$ cat src/rtl/reg_display_driver.sv
// Time-multiplexed driver for a 4-digit common-anode seven-segment display:
// digits 3..2 show the selected register number, digits 1..0 the debug byte.
module reg_display_driver #(
  parameter int REFRESH_DIV = 100000,
  parameter int CNT_W       = 17
) (
  input  logic       CLK,
  input  logic       reset,
  input  logic       disp_en,
  input  logic [4:0] user_addr,
  input  logic [1:0] reg_bits,
  input  logic [7:0] byte_in,
  output logic [3:0] an,
  output logic [6:0] seg,
  output logic       dp
);

  localparam logic [CNT_W-1:0] CNT_LAST = CNT_W'(REFRESH_DIV - 1);
  localparam logic [6:0]       SEG_OFF  = 7'h7F;

  // Active-low gfedcba encoding of one hex nibble
  function automatic logic [6:0] hex7(input logic [3:0] v);
    case (v)
      4'h0:    hex7 = 7'h40;
      4'h1:    hex7 = 7'h79;
      4'h2:    hex7 = 7'h24;
      4'h3:    hex7 = 7'h30;
      4'h4:    hex7 = 7'h19;
      4'h5:    hex7 = 7'h12;
      4'h6:    hex7 = 7'h02;
      4'h7:    hex7 = 7'h78;
      4'h8:    hex7 = 7'h00;
      4'h9:    hex7 = 7'h10;
      4'hA:    hex7 = 7'h08;
      4'hB:    hex7 = 7'h03;
      4'hC:    hex7 = 7'h46;
      4'hD:    hex7 = 7'h21;
      4'hE:    hex7 = 7'h06;
      default: hex7 = 7'h0E;
    endcase
  endfunction

  logic [CNT_W-1:0] cnt;
  logic [1:0]       idx;
  logic [4:0]       shadow_addr;
  logic [1:0]       shadow_bits;
  logic [7:0]       shadow_byte;

  logic       tick;
  logic       frame_start;
  logic [1:0] idx_nxt;
  logic [4:0] addr_sel;
  logic [1:0] bits_sel;
  logic [7:0] byte_sel;
  logic [3:0] an_nxt;
  logic [6:0] seg_nxt;
  logic       dp_nxt;

  // Stage p0: next digit decode; at frame start the fresh inputs bypass the shadow
  always_comb begin
    tick        = (cnt == CNT_LAST);
    idx_nxt     = idx + 2'd1;
    frame_start = tick && (idx == 2'd3);
    addr_sel    = frame_start ? user_addr : shadow_addr;
    bits_sel    = frame_start ? reg_bits  : shadow_bits;
    byte_sel    = frame_start ? byte_in   : shadow_byte;
    an_nxt      = 4'b1111;
    seg_nxt     = SEG_OFF;
    dp_nxt      = 1'b1;
    if (disp_en) begin
      case (idx_nxt)
        2'd0: begin
          an_nxt  = 4'b1110;
          seg_nxt = hex7(byte_sel[3:0]);
          dp_nxt  = (bits_sel != 2'd3);
        end
        2'd1: begin
          an_nxt  = 4'b1101;
          seg_nxt = hex7(byte_sel[7:4]);
        end
        2'd2: begin
          an_nxt  = 4'b1011;
          seg_nxt = hex7(addr_sel[3:0]);
          dp_nxt  = 1'b0;
        end
        default: begin
          // Leading-zero suppression: the top digit is only ever '1' or blank
          if (addr_sel[4]) begin
            an_nxt  = 4'b0111;
            seg_nxt = 7'h79;
          end
        end
      endcase
    end
  end

  // Stage p1: prescaler, scan index, frame snapshot and registered outputs
  always_ff @(posedge CLK or negedge reset) begin
    if (!reset) begin
      cnt         <= '0;
      idx         <= 2'd3;
      shadow_addr <= '0;
      shadow_bits <= '0;
      shadow_byte <= '0;
      an          <= 4'b1111;
      seg         <= SEG_OFF;
      dp          <= 1'b1;
    end else begin
      cnt <= tick ? '0 : cnt + CNT_W'(1);
      if (tick) begin
        idx <= idx_nxt;
        an  <= an_nxt;
        seg <= seg_nxt;
        dp  <= dp_nxt;
        if (frame_start) begin
          shadow_addr <= user_addr;
          shadow_bits <= reg_bits;
          shadow_byte <= byte_in;
        end
      end
    end
  end

endmodule

$ cat config.mk
export PLATFORM = sky130hd
export DESIGN_NAME = reg_display_driver
export DESIGN_NICKNAME = d
export VERILOG_FILES = /design/src/rtl/reg_display_driver.sv
export SDC_FILE = /design/constraint.sdc
export NUM_CORES = 1
export LEC_CHECK = 0
export ABC_CLOCK_PERIOD_IN_PS = 3150
export CORE_UTILIZATION = 30
export CTS_CLUSTER_SIZE = 12
export DETAILED_ROUTE_END_ITERATION = 12
export PLACE_DENSITY = 0.53
export RECOVER_POWER = 100
export SKIP_LAST_GASP = 1
export SYNTH_ARGS = -nofsm -noshare
export SYNTH_HDL_FRONTEND = slang
export SYNTH_SLANG_ARGS = --single-unit
export TNS_END_PERCENT = 10
$ cat constraint.sdc
create_clock -name CLK -period 3.15 [get_ports CLK]
set_clock_uncertainty 0.05 [all_clocks]
set_input_delay 0.63 -clock CLK [delete_from_list [all_inputs] [get_ports CLK]]
set_output_delay 0.63 -clock CLK [all_outputs]
set_load 0.1 [all_outputs]
# Yosys cells after proc, flatten, opt, wreduce, memory -nomap -nowiden
# Memory sizes are Yosys's and may differ from the RTL's.
# Cells that the tools add are included.
[word_totals]
ff_bits = 46
romBits = 336
input_bits = 18
output_inout_bits = 12
elab_cells = 32
mem_count = 3
[op_classes]
addsub = 2
eq_ne = 5
mux = 12
reduce_logical = 2
[mem_list]
columns = ["memory", "words", "word_bits", "read_ports", "rd_clocked_by_memory_dff", "write_ports", "line", "text"]
rows = [
  ["(name not given)", 16, 7, 1, 0, 0, "23", "case (v)"],
  ["(name not given)", 16, 7, 1, 0, 0, "23", ""],
  ["(name not given)", 16, 7, 1, 0, 0, "23", ""],
]
[ops]
columns = ["operator", "n"]
rows = [
  ["7-bit case mux with 3 select lines", 1],
  ["17-bit by 1-bit adder with 17-bit output (second input constant)", 1],
  ["17-bit == test (second input constant)", 1],
  ["17-bit 2-to-1 mux", 1],
  ["4-bit case mux with 3 select lines", 1],
  ["4-bit 2-to-1 mux", 2],
  ["8-bit 2-to-1 mux", 1],
  ["7-bit 2-to-1 mux", 1],
  ["5-bit 2-to-1 mux", 1],
  ["2-bit == test (second input constant)", 2],
  ["3-bit 2-to-1 mux", 1],
  ["2-bit by 1-bit adder with 2-bit output (second input constant)", 1],
  ["2-bit by 1-bit == test with 1-bit output (second input constant)", 1],
  ["2-bit zero test", 1],
  ["2-bit 2-to-1 mux", 1],
  ["2-bit != test (second input constant)", 1],
  ["1-bit case mux with 2 select lines", 1],
  ["1-bit logical AND", 1],
  ["1-bit 2-to-1 mux", 1],
]

# Depth between registers and ports, before layout
# Gate-level depths: netlist (run 1).
[logic_depth]
depth_word = 6
mapped_depth = 14
ltp_nobuf = 12

# Worst setup path after synthesis (run 1)
# No wires, ideal clock.
[synth_timing]
path_type = "register -> register"
from = "register cnt[11]"
to = "register seg[4]"
setup_ns = 0.077
arrival_time_ns = 2.881
required_ns = 3.023
slack_ns = 0.142
stages_incl_launch_ff = 12
path_buffers = 2
synth_period_minus_slack_ns = 3.008
path_cell_list = "dfrtp_1 > or4_4 > nor4_4 > nand2_4 > buf_2 > buf_2 > mux2i_1 > inv_1 > ha_1 > a2111oi_4 > o21ai_1 > a31oi_1"
[synth_via]
elab_chain_len = 6
word_cells_on_any_way = 9
cone_classes = "eq/ne (1); mux (4); reduce/logical (1); memory (3)"
[synth_lines]
columns = ["element", "line", "text"]
rows = [
  ["start, declared", "43", "logic [CNT_W-1:0] cnt;"],
  ["start signal, assigned", "109", "cnt <= tick ? '0 : cnt + CNT_W'(1);"],
  ["17-bit == test *", "61", "tick = (cnt == CNT_LAST);"],
  ["1-bit logical AND", "63", "frame_start = tick && (idx == 2'd3);"],
  ["5-bit 2-to-1 mux / 8-bit 2-to-1 mux (equally long branches)", "n/a", ""],
  ["memory read 16 x 7 bit", "n/a", ""],
  ["7-bit case mux with 3 select lines", "71", "case (idx_nxt)"],
  ["7-bit 2-to-1 mux", "70", "if (disp_en) begin"],
  ["end signal, assigned", "113", "seg <= seg_nxt;"],
  ["end, declared", "14", "output logic [6:0] seg,"],
]
# Every way passes the cells marked *; elsewhere a longest branch is shown, timed or not.
# A chain may end at the register's enable or synchronous reset.

# Final worst setup path (run 1)
[layout_timing]
from = "register cnt[14]"
to = "register seg[4]"
[layout_via]
elab_chain_len = 6
word_cells_on_any_way = 9
cone_classes = "eq/ne (1); mux (4); reduce/logical (1); memory (3)"
[layout_lines]
columns = ["element", "line", "text"]
rows = [
  ["17-bit == test", "61", ""],
  ["1-bit logical AND", "63", ""],
  ["8-bit 2-to-1 mux", "n/a", ""],
  ["named net byte_sel[4]", "54", "logic [7:0] byte_sel;"],
  ["memory read 16 x 7 bit", "n/a", ""],
  ["7-bit case mux with 3 select lines", "71", ""],
  ["7-bit 2-to-1 mux", "70", ""],
]
# The timed path passes the listed nets, and every way through them passes these cells.

==> results of run 1 <==
==> cell usage in the layout, fill, tap and decap left out, types with 5 or more instances in the layout <==
cell type        instances
mux2i_1                 10
nor2b_1                 13
a21oi_1                 17
buf_4                   11
o221ai_1                 5
nand4_1                  6
nand3_1                 14
nor3_1                  10
clkbuf_8                 5
mux2_2                   5
nand2_1                 47
dfrtp_1                 32
ha_1                    18
clkdlybuf4s50_1         16
xnor2_1                 11
a31oi_1                 13
xor2_1                   8
o21ai_0                 17
nand2b_1                11
dfstp_2                 14
nor2_1                  35
inv_1                   20
clkbuf_1                15
and3_1                   5
a211oi_1                 5
==> final timing paths <==
kind / from / end / slack (ns) / cells past startpoint
min in group asynchronous: reset / shadow_addr[3] / 0.54 / 1
hold / removal: cnt[0] / cnt[0] / 0.44 / 1
hold reg to reg: cnt[0] / cnt[0] / 0.44 / 1
setup reg to reg: cnt[14] / seg[4] / 0.19 / 11
setup / recovery: cnt[14] / seg[4] / 0.19 / 11
max in group asynchronous: reset / shadow_bits[1] / 1.21 / 2
==> power groups by stage <==
stage           logic, W  clock network [W]  registers, W
2_1_floorplan  0.0000614                  0      0.000611
3_3_place_gp    0.000120                  0      0.000614
3_5_place_dp    0.000119                  0      0.000614
4_1_cts         0.000120           0.000403      0.000603
5_1_grt         0.000132           0.000423      0.000604
6_report        0.000119           0.000390      0.000603
==> cell families after synthesis <==
| family | after synthesis | share of synthesized area (%) |
|---|---|---|
| AO/OA/AOI/OAI | 91 | 18.8 |
| AND/OR/NAND/NOR | 156 | 23.6 |
| buffers and inverters | 45 | 5.85 |
| multiplexers | 17 | 5.59 |
| XOR/XNOR | 19 | 4.92 |
| flip-flops | 46 | 34.6 |
| adder cells (fa/ha/maj) | 18 | 6.66 |
==> per-layer routing <==
| metal | up-vias | GRT usage, % | wire [um] |
|---|---|---|---|
| met5 | - | 0 | 0 |
| met4 | 0 | 5.48 | 117 |
| met3 | 11 | 2.05 | 377 |
| met2 | 88 | 24.8 | 4010 |
| met1 | 1359 | 21.8 | 4210 |
| li1 | 1433 | - | - |
==> through the flow <==
| step | util [%] | total power (W) | setup WS, ns | hold slack [ns] |
|---|---|---|---|---|
| 2_1_floorplan | - | 0.000672 | 0.142 | 0.284 |
| 3_3_place_gp | 34.8 | 0.000734 | 0.108 | 0.423 |
| 3_5_place_dp | 34.8 | 0.000733 | 0.0507 | 0.432 |
| 4_1_cts | 35.7 | 0.00113 | 0.0298 | 0.259 |
| 5_1_grt | 35.3 | 0.00116 | -0.0144 | 0.470 |
| 6_report | 35.3 | 0.00111 | 0.186 | 0.439 |
==> cell usage after synthesis, types with 4 or more instances <==
cell      instances
a211oi_1          5
clkbuf_1         12
o311ai_0          5
dfstp_2          14
xor2_1            8
nand4_1           6
nand2b_1         11
o21ai_1           4
nor2b_1          13
nand3_1          14
and3_1            5
o21ai_0          17
mux2i_1          11
nand2_1          47
dfrtp_1          32
ha_1             18
o221ai_1          5
a21oi_1          17
mux2_2            5
inv_1            20
a31oi_1          13
nor2_1           35
nor3_1           10
buf_2             6
xnor2_1          11
==> timing repair <==
action	4_1_cts	5_1_grt
setup buffers	0	1
setup endpoints to repair	0	6
gates resized for setup	0	3
endpoints found under the hold margin	0	0
==> cell type report <==
type	instances	area [um^2]
fill	1102	7050
multi-input combinational	301	2020
sequential	46	1170
timing repair buffer	42	299
tap	140	175
inverter	22	85.1
clock buffer	5	68.8
clock inverter	3	25.0
==> state kept, by name, summed over array words and instances (netlist names) <==
signal	cells
an	4
cnt	17
dp	1
idx	2
seg	7
shadow_addr	5
shadow_bits	2
shadow_byte	8
==> run_results.csv, run 1 <==
group,metric,value,unit
yosys,synth.top_cells.by_area,"dfrtp_1 24%, dfstp_2 11%, ha_1 6.7%, nand2_1 5.2%, nor2_1 3.9%",
route,dr.pass1.iters,5,
cts,clock_path_buffers,2,
flow_run,cap_violations,0,
cells_and_area,fin_area,3840,um^2
critical_path,crit_top_cell,"nand2_1",
die,die_x,108,um
timing,finalSetupTns,0,ns
yosys,ys.flop_type,"dfrtp_1",
timing,timing.final.crit_period,2.96,ns
placed_design,place_area,3790,um^2
power,power_switching,0.000304,W
power,power_density,289,nW/um^2
critical_path,cp_top_family,"simple AND/OR/NAND/NOR gates",
power,swShare,27.3,%
cts,h-tree-depth,2,
run_status,status,"finished clean",
cts,clock-sinks,46,
critical_path,critPathSlowestCell,"or4bb_1",
die,io_pins,30,
placed_design,post-dp-hpwl,6.49,mm
timing,slew_headroom,13.1,%
yosys,synth_cells,392,
yosys,avgSynthCellArea,8.62,um^2
cts,cts_buffers,5,
yosys,yosysTopAreaCell,"dfrtp_1",
route,routed_wl,8.71,mm
cells_and_area,n_antenna_cell,0,
global_route,grt_pass1_vias,2736,
route,drt-initial-drc-count,121,
cts,cts_hold_buf,0,
power,power_frac_seq,54.2,%
cells_and_area,area_delta_synth_final,13.6,%
die,dieArea,11700,um^2
critical_path,endpoint_kind,"register",
power,max-vdd-ir-drop,142,uV
placed_design,port_buffers,29,
die,die_h,108,um
global_route,antenna_found_initial,0,
global_route,grt_pass1_wl,14.3,mm
global_route,grt-ovfl-total,0,
critical_path,path_buf_inv,2,
yosys,synth-edff-count,0,
yosys,syn_area,3380,um^2
route,vias,2891,
timing,tightest_slew,1.30,ns
critical_path,cp.required,3.34,ns
route,wl_per_cell,15.6,um
yosys,synth_nets,428,
yosys,ys_async_sr_fraction,100,%
critical_path,critPathMaxStageDelay,0.57,ns
yosys,ys_seq_area_share,34.6,%
die,core_area,10900,um^2
global_route,grt_max_degree,25,
yosys,synth_warnings,0,
critical_path,arrival,3.15,ns
critical_path,path_class,"reg -> reg",
die,start_util,31.1,%
min_path,hold_path.class,"reg -> reg",
critical_path,path_max_fanout,6,
timing,fmax,337,MHz
cts,clkSlewWorstSetupHoldPaths,0.10,ns
timing,grt_setup_unrepaired,"true",
cts,insertion_delay,0.31,ns
cts,ctsRootBufferMaster,"clkbuf_8",
cells_and_area,final_cells,559,
yosys,yosys.cell_types.count,59,
power,clockPowerShare,35.1,%
placed_design,place.gp.congestion,0.904,
route,drc_errors,0,
route,drtAntennaViolNets,0,
critical_path,startpoint_type,"register",
die,rows,38,
timing,fin_crit_sh,94.1,%
global_route,grt.total_usage,15.7,%
power,internal-power,0.000808,W
placed_design,dp.cells,550,
timing,hold_violations,0,
timing,drv_slew,0,
power,p_leak,1.65,nW
power,pwr-share-comb,10.7,%
yosys,synth_seq_cells,46,
route,vias_per_cell,5.17,
critical_path,crit_chain,"or4bb_1 > nor4_4 > buf_4 > and2_1 > nand2_1 > nand2_1 > inv_1 > ha_1 > a2111oi_4 > o21ai_1 > a31oi_1",
yosys,netlist.area_leader.share,23.7,%
cells_and_area,nets,454,
timing,setup_viol,0,
cells_and_area,drive_above_1_share,12.2,%
cts,cts_tree,"done",
Note: power is estimated with default switching activity, not from simulation.
==> inputs of run 2 (changes only) <==
MAX_ROUTING_LAYER = met4   (was unset)
==> run 2 against run 1 <==
Compared with the run above: count of clock-buffer cells in the layout is the same; register-to-register slack gained 0.02 ns; first-iteration DRC count grew 12%; hold slack better by 0.0065 ns; critical path depth down 1; combinational power is essentially flat; utilization decreased by 0.069 points; maximum frequency rose by 0.76%; largest power group unchanged; highest routed layer unchanged.
==> run_results.csv, run 2 (same netlist as run 1, synthesis figures left out) <==
group,metric,value,unit
run_status,status,"finished clean",
cts,clock-sinks,46,
timing,drv_slew,0,
cells_and_area,final_common_cell,"nand2_1",
critical_path,path_max_fanout,17,
cts,ctsRootBufferMaster,"clkbuf_8",
cells_and_area,top_register,"cnt",
route,wl_met1,4.27,mm
power,power_density,290,nW/um^2
route,dr.pass1.iters,4,
placed_design,place.gp.congestion,0.945,
critical_path,endpoint_kind,"register",
die,die_h,108,um
timing,timing.final.crit_period,2.94,ns
global_route,antenna_found_initial,0,
placed_design,dp_worst_setup_slack,0.0753,ns
placed_design,port_buffers,29,
route,dr_wl_met3,355,um
route,wl_met2,3.99,mm
die,io_pins,30,
timing,slew_headroom,1.77,%
cts,clkSlewWorstSetupHoldPaths,0.10,ns
route,drc_errors,0,
die,rows,38,
critical_path,arrival,3.13,ns
global_route,grt_pass1_vias,2781,
cts,cts_hold_buf,0,
global_route,grt_pass1_wl,14.3,mm
critical_path,path_class,"reg -> reg",
route,vias_per_cell,5.21,
route,routed_wl,8.78,mm
timing,setup_viol,0,
route,drtAntennaViolNets,0,
critical_path,startpoint_type,"register",
power,p_leak,1.64,nW
timing,grt_setup_unrepaired,"false",
cells_and_area,top_regs,"cnt x17, shadow_byte x8, seg x7",
die,core_area,10900,um^2
route,drt-initial-drc-count,136,
cells_and_area,largest_register_ffs,17,
cts,cts_tree,"done",
cells_and_area,final_cell_mix,"46 x nand2_1, 35 x nor2_1, 32 x dfrtp_1",
timing,fin_crit_sh,93.4,%
route,top_layer_used,"met4",
timing,layout_setup_ws,0.208,ns
die,start_util,31.1,%
cts,clock_path_buffers,2,
timing,fmax,340,MHz
cells_and_area,area_delta_synth_final,13.4,%
die,dieArea,11700,um^2
cts,h-tree-depth,2,
cells_and_area,drive_above_1_share,11.8,%
timing,hold_violations,0,
cts,cts_buffers,5,
critical_path,rrSetupSlack,0.21,ns
global_route,grt-ovfl-total,0,
critical_path,cp.required,3.33,ns
flow_run,cap_violations,0,
global_route,grt.total_usage,16.0,%
timing,tightest_slew,1.47,ns
cells_and_area,n_antenna_cell,0,
cells_and_area,nets,452,
global_route,grt_max_degree,27,
route,vias,2904,
min_path,hold_path.class,"reg -> reg",
power,max-vdd-ir-drop,179,uV
route,wl_per_cell,15.8,um
cts,insertion_delay,0.32,ns
placed_design,post-dp-hpwl,6.53,mm
die,die_x,108,um
timing,finalSetupTns,0,ns
==> run 2: where the power goes <==
part / internal (W) / switching, W
clock: 0.000159 / 0.000234
sequential: 0.000596 / 0.00000722
combinational: 0.0000488 / 0.0000673
total: 0.000804 / 0.000309
==> run 2: final cells by class <==
class | count | area, um^2
Clock buffer | 5 | 68.8
Clock inverter | 3 | 23.8
Fill cell | 1094 | 7050
Inverter | 22 | 85.1
Multi-Input combinational cell | 301 | 2020
Sequential cell | 46 | 1170
Tap cell | 140 | 175
Timing Repair Buffer | 40 | 288
==> run 2: stage by stage <==
step / hold WS [ns] / std cells / utilization, % / area (um^2) / power (W)
global placement: 0.424 / 547 / 34.6 / 3770 / 0.000732
floorplan: 0.284 / 392 / - / 3380 / 0.000672
global route: 0.459 / 557 / 35.2 / 3830 / 0.00116
CTS: 0.292 / 555 / 35.4 / 3860 / 0.00113
finish: 0.445 / 557 / 35.2 / 3830 / 0.00111
detailed placement: 0.436 / 547 / 34.6 / 3770 / 0.000731
==> run 2: repair_timing <==
item                                    in CTS  in global routing
gates resized for setup                      0                  5
buffers inserted                             0                  2
endpoints found under the setup margin       0                  7
==> run 2: path summary, 6_finish.rpt <==
check | to | cells after the start | start
max in group asynchronous | shadow_byte[4] | 2 | reset
worst max-delay path | seg[0] | 10 | cnt[14]
worst max register to register | seg[0] | 10 | cnt[14]
min in group asynchronous | shadow_addr[1] | 1 | reset
worst min-delay path | cnt[0] | 1 | cnt[0]
worst min register to register | cnt[0] | 1 | cnt[0]
==> run 2: metal layers <==
metal | vias to the layer above | GRT usage, %
met2 | 88 | 24.4
met5 | - | -
met3 | 11 | 2.47
met1 | 1372 | 21.2
li1 | 1433 | -
met4 | 0 | 6.56
==> run 2: worst max-delay path: stages, from the launching register on <==
cell and delay (ns):
dfrtp_1 0.44, or4bb_4 0.56, nor4_4 0.28, buf_6 0.17, nand2_4 0.11, buf_4 0.25, mux2i_4 0.22, inv_1 0.27
and3_1 0.23, o21ai_1 0.09, a41oi_1 0.18
==> inputs of run 3 (changes only) <==
ABC_CLOCK_PERIOD_IN_PS = 2600   (was 3150)
MAX_ROUTING_LAYER = unset   (was met4)
clock period = 2.6 ns   (was 3.15 ns; I/O delays follow)
==> run 3 against run 2 <==
Compared with the run above: the flow now finishes with violations (setup timing); critical endpoint is now seg[5]; flip-flop and latch count is the same; largest cell class unchanged; critical path depth shrank 1; hold slack lost 0.13 ns.
==> run_results.csv, run 3 (same netlist as run 1, synthesis figures left out) <==
group,metric,value,unit
run_status,status,"finished, violations left",
run_status,violations,"setup timing",
cells_and_area,area_delta_synth_final,26.5,%
critical_path,startpoint_type,"register",
critical_path,cp-startpoint,"cnt[14]",
cells_and_area,final_cells,597,
timing,grt_setup_unrepaired,"true",
placed_design,post-dp-hpwl,7.04,mm
critical_path,worst_r2r_endpoint,"seg[5]",
timing,fmax,357,MHz
timing,hold_violations,0,
power,power_density,322,nW/um^2
route,routed_wl,9.26,mm
cts,ctsRootBufferMaster,"clkbuf_8",
timing,setup_viol,7,
cells_and_area,top_regs,"cnt x17, shadow_byte x8, seg x7",
placed_design,port_buffers,29,
critical_path,rrSetupSlack,-0.20,ns
global_route,grt_max_degree,32,
timing,tightest_slew,1.03,ns
cts,clock_path_buffers,2,
cells_and_area,n_fill_cell,1111,
min_path,hold_path.class,"in -> async",
die,dieArea,11700,um^2
placed_design,dp.cells,583,
cts,insertion_delay,0.31,ns
route,vias_per_cell,5.06,
critical_path,endpoint_kind,"register",
power,max-vdd-ir-drop,215,uV
timing,layout_setup_ws,-0.203,ns
die,die_x,108,um
cells_and_area,nets,492,
critical_path,r2r_start,"cnt[14]",
power,power,0.00138,W
route,drc_errors,0,
cells_and_area,drive_above_1_share,25.2,%
flow_run,cap_violations,0,
timing,hold_ws,0.312,ns
power,p_leak,1.87,nW
critical_path,cp.required,2.78,ns
critical_path,r2r_cells,9,
cts,cts_hold_buf,0,
timing,timing.final.crit_period,2.80,ns
critical_path,arrival,2.98,ns
global_route,grt-ovfl-total,0,
route,drtAntennaViolNets,0,
global_route,grt.total_usage,16.4,%
cells_and_area,top_register,"cnt",
global_route,grt_pass1_wl,14.9,mm
cells_and_area,register_area,1170,um^2
die,rows,38,
placed_design,dp_worst_setup_slack,-0.256,ns
cells_and_area,final_cell_mix,"58 x buf_4, 45 x nand2_1, 35 x nor2_1",
route,drt-initial-drc-count,124,
die,core_area,10900,um^2
cts,h-tree-depth,2,
timing,fin_crit_sh,108,%
die,start_util,31.1,%
cells_and_area,final_common_cell,"buf_4",
cts,cts_buffers,5,
timing,slew_headroom,31.6,%
cells_and_area,multiInputGateArea,2120,um^2
placed_design,place.gp.congestion,0.928,
die,io_pins,30,
critical_path,path_class,"reg -> reg",
critical_path,path_max_fanout,15,
die,die_h,108,um
global_route,grt_pass1_vias,2952,
route,wl_per_cell,15.5,um
cells_and_area,n_antenna_cell,0,
critical_path,endpoint,"seg[5]",
cts,cts_tree,"done",
route,dr.pass1.iters,4,
route,vias,3021,
cts,clkSlewWorstSetupHoldPaths,0.10,ns
cells_and_area,largest_register_ffs,17,
cts,clock-sinks,46,
timing,drv_slew,0,
global_route,antenna_found_initial,0,
[run 3: changes by cell type in the layout (fill, tap and decap cells not counted), moves of 2 or more]
cell and change:
buf_4 +50, o21ai_1 +2, ha_1 -2, o311ai_1 +2, o21ai_0 -2, o311ai_0 -2, o31ai_1 -2, clkbuf_1 -13
inv_1 -3, a41oi_1 -2, inv_2 +3, a41oi_2 +2
[run 3: timing repair]
action,in CTS,in global routing
gates resized for setup,5,19
pin swaps,5,8
setup endpoints to repair,7,7
buffers inserted,2,4
[run 3: power breakdown]
part | internal [W] | switching [W] | leakage (nW)
Combinational | 0.0000758 | 0.0000885 | 1.29
Clock | 0.000195 | 0.000287 | 0.0447
Sequential | 0.000722 | 0.00000916 | 0.535
Total | 0.000993 | 0.000385 | 1.87
[run 3: worst max-delay path: stages (launching register included)]
cell	delay, ns
dfrtp_1	0.39
or4bb_1	0.54
nor4_4	0.29
buf_4	0.21
and2_4	0.18
buf_4	0.11
buf_4	0.19
o21ai_0	0.19
a311oi_1	0.43
a31oi_1	0.14
[run 3: layout make-up]
type | instances | area share [%]
Multi-Input combinational cell | 301 | 49.5
Sequential cell | 46 | 27.3
Timing Repair Buffer | 80 | 14.8
Tap cell | 140 | 4.10
Inverter | 22 | 1.99
Clock buffer | 5 | 1.61
Clock inverter | 3 | 0.585
[run 3: worst min path at each step]
stage	start	end	slack, ns	depth (start not counted)
final	reset	shadow_addr[0]	0.31	1
after global placement	shadow_bits[0]	shadow_bits[0]	0.43	1
after CTS	reset	shadow_addr[0]	0.11	1
after global routing	reset	shadow_addr[0]	0.39	1
after detailed placement	shadow_bits[0]	shadow_bits[0]	0.43	1
after floorplan	reset	cnt[0]	0.17	0
[run 3: per-layer routing]
layer	global-route usage, %	share of wire, %
met5	0	0
met4	5.68	1.8
met3	2.17	2.5
met2	27.0	48
met1	21.8	48
[run 3: through the flow]
stage | cell area (um^2) | setup TNS, ns | util, %
floorplan | 3420 | -0.785 | -
global placement | 4070 | -0.977 | 37.3
detailed placement | 4070 | -1.14 | 37.3
CTS | 4180 | -1.07 | 38.4
global route | 4280 | -2.13 | 39.3
finish | 4280 | -1.11 | 39.3
